[src/rtl/seq_divider_ctrl.sv]
// Multicycle unsigned restoring divider controller.
// One quotient bit per cycle, using an external combinational subtractor
// (sub_s = sub_a - sub_b) that is shared with the ALU datapath.
module seq_divider_ctrl #(
  parameter int WIDTH = 32,
  parameter int CNT_W = 5
) (
  input  logic             clk,
  input  logic             reset,
  input  logic             start,
  input  logic [WIDTH-1:0] dividend,
  input  logic [WIDTH-1:0] divisor,
  output logic             busy,
  output logic             done,
  output logic             div_by_zero,
  output logic [WIDTH-1:0] quotient,
  output logic [WIDTH-1:0] remainder,
  output logic [WIDTH-1:0] sub_a,
  output logic [WIDTH-1:0] sub_b,
  output logic             sub_c0,
  input  logic [WIDTH-1:0] sub_s
);

  typedef enum logic [1:0] {
    S_IDLE,
    S_RUN,
    S_DONE
  } state_t;

  state_t           r_state;
  state_t           w_next;

  logic [WIDTH-1:0] r_d;
  logic [WIDTH-1:0] r_q;
  logic [WIDTH-1:0] r_r;
  logic [CNT_W-1:0] r_cnt;
  logic [WIDTH-1:0] r_quotient;
  logic [WIDTH-1:0] r_remainder;
  logic             r_dbz;

  logic             w_accept;
  logic             w_zero;
  logic             w_last;
  logic [WIDTH-1:0] w_ash;
  logic             w_rtop;
  logic             w_borrow;
  logic             w_fits;
  logic [WIDTH-1:0] w_r_nxt;
  logic [WIDTH-1:0] w_q_nxt;

  // A new request is only taken while not iterating.
  assign w_accept = start && (r_state != S_RUN);
  assign w_zero   = (divisor == '0);
  assign w_last   = (r_cnt == CNT_W'(WIDTH - 1));

  // Shifted partial remainder; its bit shifted out (rtop) is the 33rd bit,
  // which guarantees a fit without being stored.
  assign w_ash  = {r_r[WIDTH-2:0], r_q[WIDTH-1]};
  assign w_rtop = r_r[WIDTH-1];

  // Borrow of the 32-bit subtraction, recovered from operand and result MSBs
  // since the subtractor's carry output is not routed back.
  assign w_borrow = (~w_ash[WIDTH-1] & r_d[WIDTH-1]) |
                    (~(w_ash[WIDTH-1] ^ r_d[WIDTH-1]) & sub_s[WIDTH-1]);
  assign w_fits   = w_rtop | ~w_borrow;
  assign w_r_nxt  = w_fits ? sub_s : w_ash;
  assign w_q_nxt  = {r_q[WIDTH-2:0], w_fits};

  assign sub_c0      = 1'b0;
  assign quotient    = r_quotient;
  assign remainder   = r_remainder;
  assign div_by_zero = r_dbz;

  // State register.
  always_ff @(posedge clk) begin
    if (reset) r_state <= S_IDLE;
    else       r_state <= w_next;
  end

  // Next-state decode and Moore outputs; subtractor operands only driven in RUN.
  always_comb begin
    w_next = r_state;
    busy   = 1'b0;
    done   = 1'b0;
    sub_a  = '0;
    sub_b  = '0;
    case (r_state)
      S_IDLE: begin
        if (start) w_next = w_zero ? S_DONE : S_RUN;
      end
      S_RUN: begin
        busy  = 1'b1;
        sub_a = w_ash;
        sub_b = r_d;
        if (w_last) w_next = S_DONE;
      end
      S_DONE: begin
        done = 1'b1;
        if (start) w_next = w_zero ? S_DONE : S_RUN;
        else       w_next = S_IDLE;
      end
      default: w_next = S_IDLE;
    endcase
  end

  // Working registers: load operands on accept, one restoring step per RUN cycle.
  always_ff @(posedge clk) begin
    if (w_accept) begin
      r_d <= divisor;
      r_q <= dividend;
      r_r <= '0;
    end else if (r_state == S_RUN) begin
      r_r <= w_r_nxt;
      r_q <= w_q_nxt;
    end
  end

  // Iteration counter and visible results; results move only at completion.
  always_ff @(posedge clk) begin
    if (reset) begin
      r_cnt       <= '0;
      r_quotient  <= '0;
      r_remainder <= '0;
      r_dbz       <= 1'b0;
    end else if (w_accept) begin
      r_cnt <= '0;
      r_dbz <= w_zero;
      if (w_zero) begin
        r_quotient  <= '1;
        r_remainder <= dividend;
      end
    end else if (r_state == S_RUN) begin
      r_cnt <= r_cnt + CNT_W'(1);
      if (w_last) begin
        r_quotient  <= w_q_nxt;
        r_remainder <= w_r_nxt;
      end
    end
  end

endmodule

[config.mk]
export PLATFORM = sky130hd
export DESIGN_NAME = seq_divider_ctrl
export DESIGN_NICKNAME = d
export VERILOG_FILES = /design/src/rtl/seq_divider_ctrl.sv
export SDC_FILE = /design/constraint.sdc
export NUM_CORES = 1
export LEC_CHECK = 0
export ABC_AREA = 0
export CAP_MARGIN = 20
export CORE_MARGIN = 1.5
export CORE_UTILIZATION = 41
export DETAILED_ROUTE_END_ITERATION = 8
export PLACE_DENSITY = 0.77
export RECOVER_POWER = 25
export SKIP_CTS_REPAIR_TIMING = 1
export SLEW_MARGIN = 20
export SYNTH_ARGS = -nofsm -noshare
export SYNTH_HDL_FRONTEND = slang
export SYNTH_SLANG_ARGS = --single-unit
[constraint.sdc]
create_clock -name clk -period 3.7 [get_ports clk]
set_clock_uncertainty 0.1 [all_clocks]
set_input_delay 0.74 -clock clk [delete_from_list [all_inputs] [get_ports clk]]
set_output_delay 0.74 -clock clk [all_outputs]
set_load 0.02 [all_outputs]
# Yosys cells after proc, flatten, opt, wreduce, memory -nomap -nowiden

Index checks and enable logic that the tools add are counted.

Add/sub/neg operators: 1
Reductions and logical operators: 8
Bitwise gates (word level): 8
Eq/ne operators: 7
Mux-type cells: 20

Operator list:

| operator              | number |
|---|---|
| $mux W32              | 13 |
| $logic_not A32 Y1     | 1 |
| $mux W2               | 4 |
| $pmux W2 S3           | 1 |
| $add A5 B1 Y5 const B | 1 |
| $eq A5 B5 Y1 const B  | 1 |
| $ne A2 B1 Y1 const B  | 2 |
| $ne A2 B2 Y1 const B  | 2 |
| $reduce_bool A2 Y1    | 2 |
| $not A1 Y1            | 3 |
| $reduce_and A3 Y1     | 1 |
| $and A1 B1 Y1         | 2 |
| $eq A2 B1 Y1 const B  | 1 |
| $eq A2 B2 Y1 const B  | 1 |
| $logic_not A2 Y1      | 1 |
| $mux W1               | 2 |
| $or A1 B1 Y1          | 2 |
| $reduce_and A2 Y1     | 1 |
| $reduce_or A2 Y1      | 1 |
| $logic_and A1 B1 Y1   | 1 |
| $xor A1 B1 Y1         | 1 |

Flip-flop bits (word level): 168
Output and inout port bits: 132
Bits of input ports: 99
Word-level logic and storage cells: 52

# Longest topological paths before layout

Word-level depth: 10
Mapped depth: 8
Depth with buffers taken out: 7

# Least setup slack after synthesis

No wires, ideal clock.

Kind: in2reg
Start: input port start
End: register r_q[23] (data pin)
Arrival time: 1.957 ns
Buffers on the path: 1
Stages: 4
Setup time: 0.260 ns
Setup slack: 1.384 ns
Data required time: 3.340 ns
Path through: nand2_2 inv_2 buf_2 mux2_2

Longest elaborated chain between the ends: 2

Ends and longest elaborated chain:

| what                 | RTL line | source |
|---|---|---|
| from (decl)          | 10       | `input logic start,` |
| $logic_and A1 B1 Y1  | 52       | `assign w_accept = start && (r_state != S_RUN);` |
| via w_accept         | 41       | `logic w_accept;` |
| $mux W32             | 108      | `if (w_accept) begin` |
| to (signal assigned) | 110      | `r_q <= dividend;` |
| to (signal assigned) | 114      | `r_q <= w_q_nxt;` |
| to (decl)            | 34       | `logic [WIDTH-1:0] r_q;` |

The timed path passes the listed nets, and every way through them passes these cells.
A chain may end at the register's enable or synchronous reset.

# Worst setup path in the final report

Start: register r_state[1]
End: output port sub_a[26]

Longest elaborated chain between the ends: 2

Ends and longest elaborated chain:

| what                   | RTL line | source |
|---|---|---|
| from (decl)            | 30       | `state_t r_state;` |
| from (signal assigned) | 77       | `else r_state <= w_next;` |
| $eq A2 B1 Y1           | 87       | `case (r_state)` |
| $mux W32               | 87       |  |
| to (decl)              | 18       | `output logic [WIDTH-1:0] sub_a,` |

No other way between the ends.

==> reports/metrics.yaml <==
worstMarginPinSlew_ps: 1060
grt_usage_pct: 22.9
seq_area_frac_synth_pct: 55.8
leakage_uw: 0.00372
synth_top_family_by_area: "compound AO/OA/AOI/OAI gates"
path_clk_slew_ps: 60
yosys.area_share.simple_pct: 12.7
cp-end-kind: "primary output"
worstHoldPathCells: 1
syn_nets: 714
ff2ff_setup_slack_ps: 560
ir_drop_v: 0.000322
synth.top_cell.area_share_pct: 29.0
preCtsSetupSlack_ps: 632
yosysUniqueCellTypes: 43
slew_violations: 0
cts.sinks: 168
fin_area_um2: 10300
drive_gt1_share_pct: 15.6
synth-compound-area-share_pct: 21.7
drt_pass1_iterations: 4
syn_to_final_growth_pct: 43.0
path_buf_inv: 3
cts_tree: "built"
whs_ps: 365
fin_crit_ps: 3150
drc: 0
finalWirelength_um: 20700
synth_adder_area_share_pct: 0.523
crit_type: "flip-flop to primary output"
syn_avg_cell_area_um2: 11.7
ys_async_sr_fraction_pct: 0
maxCapViolCount: 0
ys_seq_elements: 168
antenna_cells: 0
synth_warnings: 0
htree_levels: 4
finalSetupTns_ps: 0
start_kind: "flip-flop"
min_period_over_period_pct: 85.2
die_h_um: 135
critPathArrivalTime_ps: 2310
viasPerCell: 5.59
dieArea_um2: 18300
ys_top_cells_by_area: "dfxtp_1 (29%), edfxtp_1 (27%), and2_1 (5.5%)"
final_common_cell: "clkdlybuf4s50_1"
ff2ff_path_depth: 6
cts-root-buf: "clkbuf_16"
die-width_um: 135
setup_viol: 0
routedWlPerCell_um: 19.4
coreArea_um2: 17200
row_count: 48
nFillCells: 1439
post-route-util_pct: 59.7
mostFrequentLayoutCells: "clkdlybuf4s50_1 (166), dfxtp_1 (104), a21oi_1 (70)"
clk_latency_ps: 420
yosys_most_used_dff: "dfxtp_1"
place.gp.congestion: 0.781
dp_hpwl_um: 14500
gr-total-overflow: 0
placed_cell_area_um2: 9660
synthCells: 612
worstHoldPathType: "flip-flop to flip-flop"
worst-path-max-fanout: 29
path_delay_family: "buffers and inverters"
io_pins: 231
grt_setup_unrepaired: "false"
grt_max_degree: 72
status: "complete, no violations"
powerDensity_nw_per_um2: 447
cp_slowest_cell: "clkdlybuf4s50_1"
fin_nets: 929
syn-cell-area_um2: 7170
vias: 5950
hold_viol: 0
cpPeakStageDelay_ps: 620
cp_num_cells: 5
max_freq_mhz: 317
antenna_found_initial: 0
worst_slack_ps: 546
drt-initial-drc-count: 519
start_util_pct: 41.8
synthXorXnorAreaFrac_pct: 0
grt_pass1_wl_um: 32000
grt_pass1_vias: 5815
port-buffer-count: 229
cp.required_ps: 2860
synthMuxAreaShare_pct: 4.87
synth_edf_count: 64
cts_buffers: 17
synth_largest_area_cell: "dfxtp_1"
path_cells: "nand2b_2 > inv_2 > buf_4 > and2_1 > clkdlybuf4s50_1"
slew_headroom_pct: 29.4
clockBufferDepth: 2
final_antenna_net_count: 0
-- flip-flops by register name (all words and copies together) (netlist names) --
name         flops
r_r             32
div_by_zero      1
r_q             32
r_state          2
r_d             32
remainder       32
quotient        32
r_cnt            5
-- layout make-up --
class | count | area (µm²) | area share (%)
well taps | 225 | 282 | 2.74
inverters | 8 | 30.0 | 0.293
clock inverters | 12 | 135 | 1.32
multi-input cells | 382 | 2870 | 27.9
clock buffers | 20 | 479 | 4.67
flip-flops and latches | 168 | 4000 | 39.0
repair buffers | 250 | 2470 | 24.0
-- metrics by stage --
step,cells,total power [µW]
floorplan,612,2500
global placement,1033,2800
detailed placement,1033,2810
CTS,1065,4630
global route,1065,4770
finish,1065,4590
-- Yosys cell counts (3+ instances only) --
master,instances
inv_1,4
nor2_1,12
nor4_4,5
a21oi_1,71
a221o_1,31
nor4_2,4
mux2_2,31
edfxtp_1,64
buf_2,4
buf_1,8
dfxtp_1,104
o21ai_0,34
buf_6,9
and2_1,63
a31o_2,31
nand2_1,5
nand3_1,38
ha_1,3
clkbuf_1,32
o221a_1,29
-- cells by family after synthesis --
logic type               after synthesis
AO/OA/AOI/OAI                        207
flip-flops                           168
AND/OR/NAND/NOR                      140
buffers and inverters                 62
multiplexers                          31
adder cells (fa/ha/maj)                3
other                                  1
-- metal layers --
metal / track usage, % / wire (µm)
met5: 0 / 0
met4: 8.00 / 505
met3: 5.57 / 1520
met2: 37.2 / 9870
met1: 29.9 / 8770
-- power by group --
group / switching (µW) / internal [µW] / total (µW)
sequential: 65.1 / 2050 / 2120
combinational: 345 / 298 / 643
clock: 746 / 1080 / 1830
-- worst paths after layout --
path | startpoint | endpoint
worst min-delay path | quotient[0] | quotient[0]
worst min register to register | quotient[0] | quotient[0]
worst max-delay path | r_state[1] | sub_a[26]
worst max register to register | r_state[1] | remainder[4]
(Power assumes the default switching activity.)
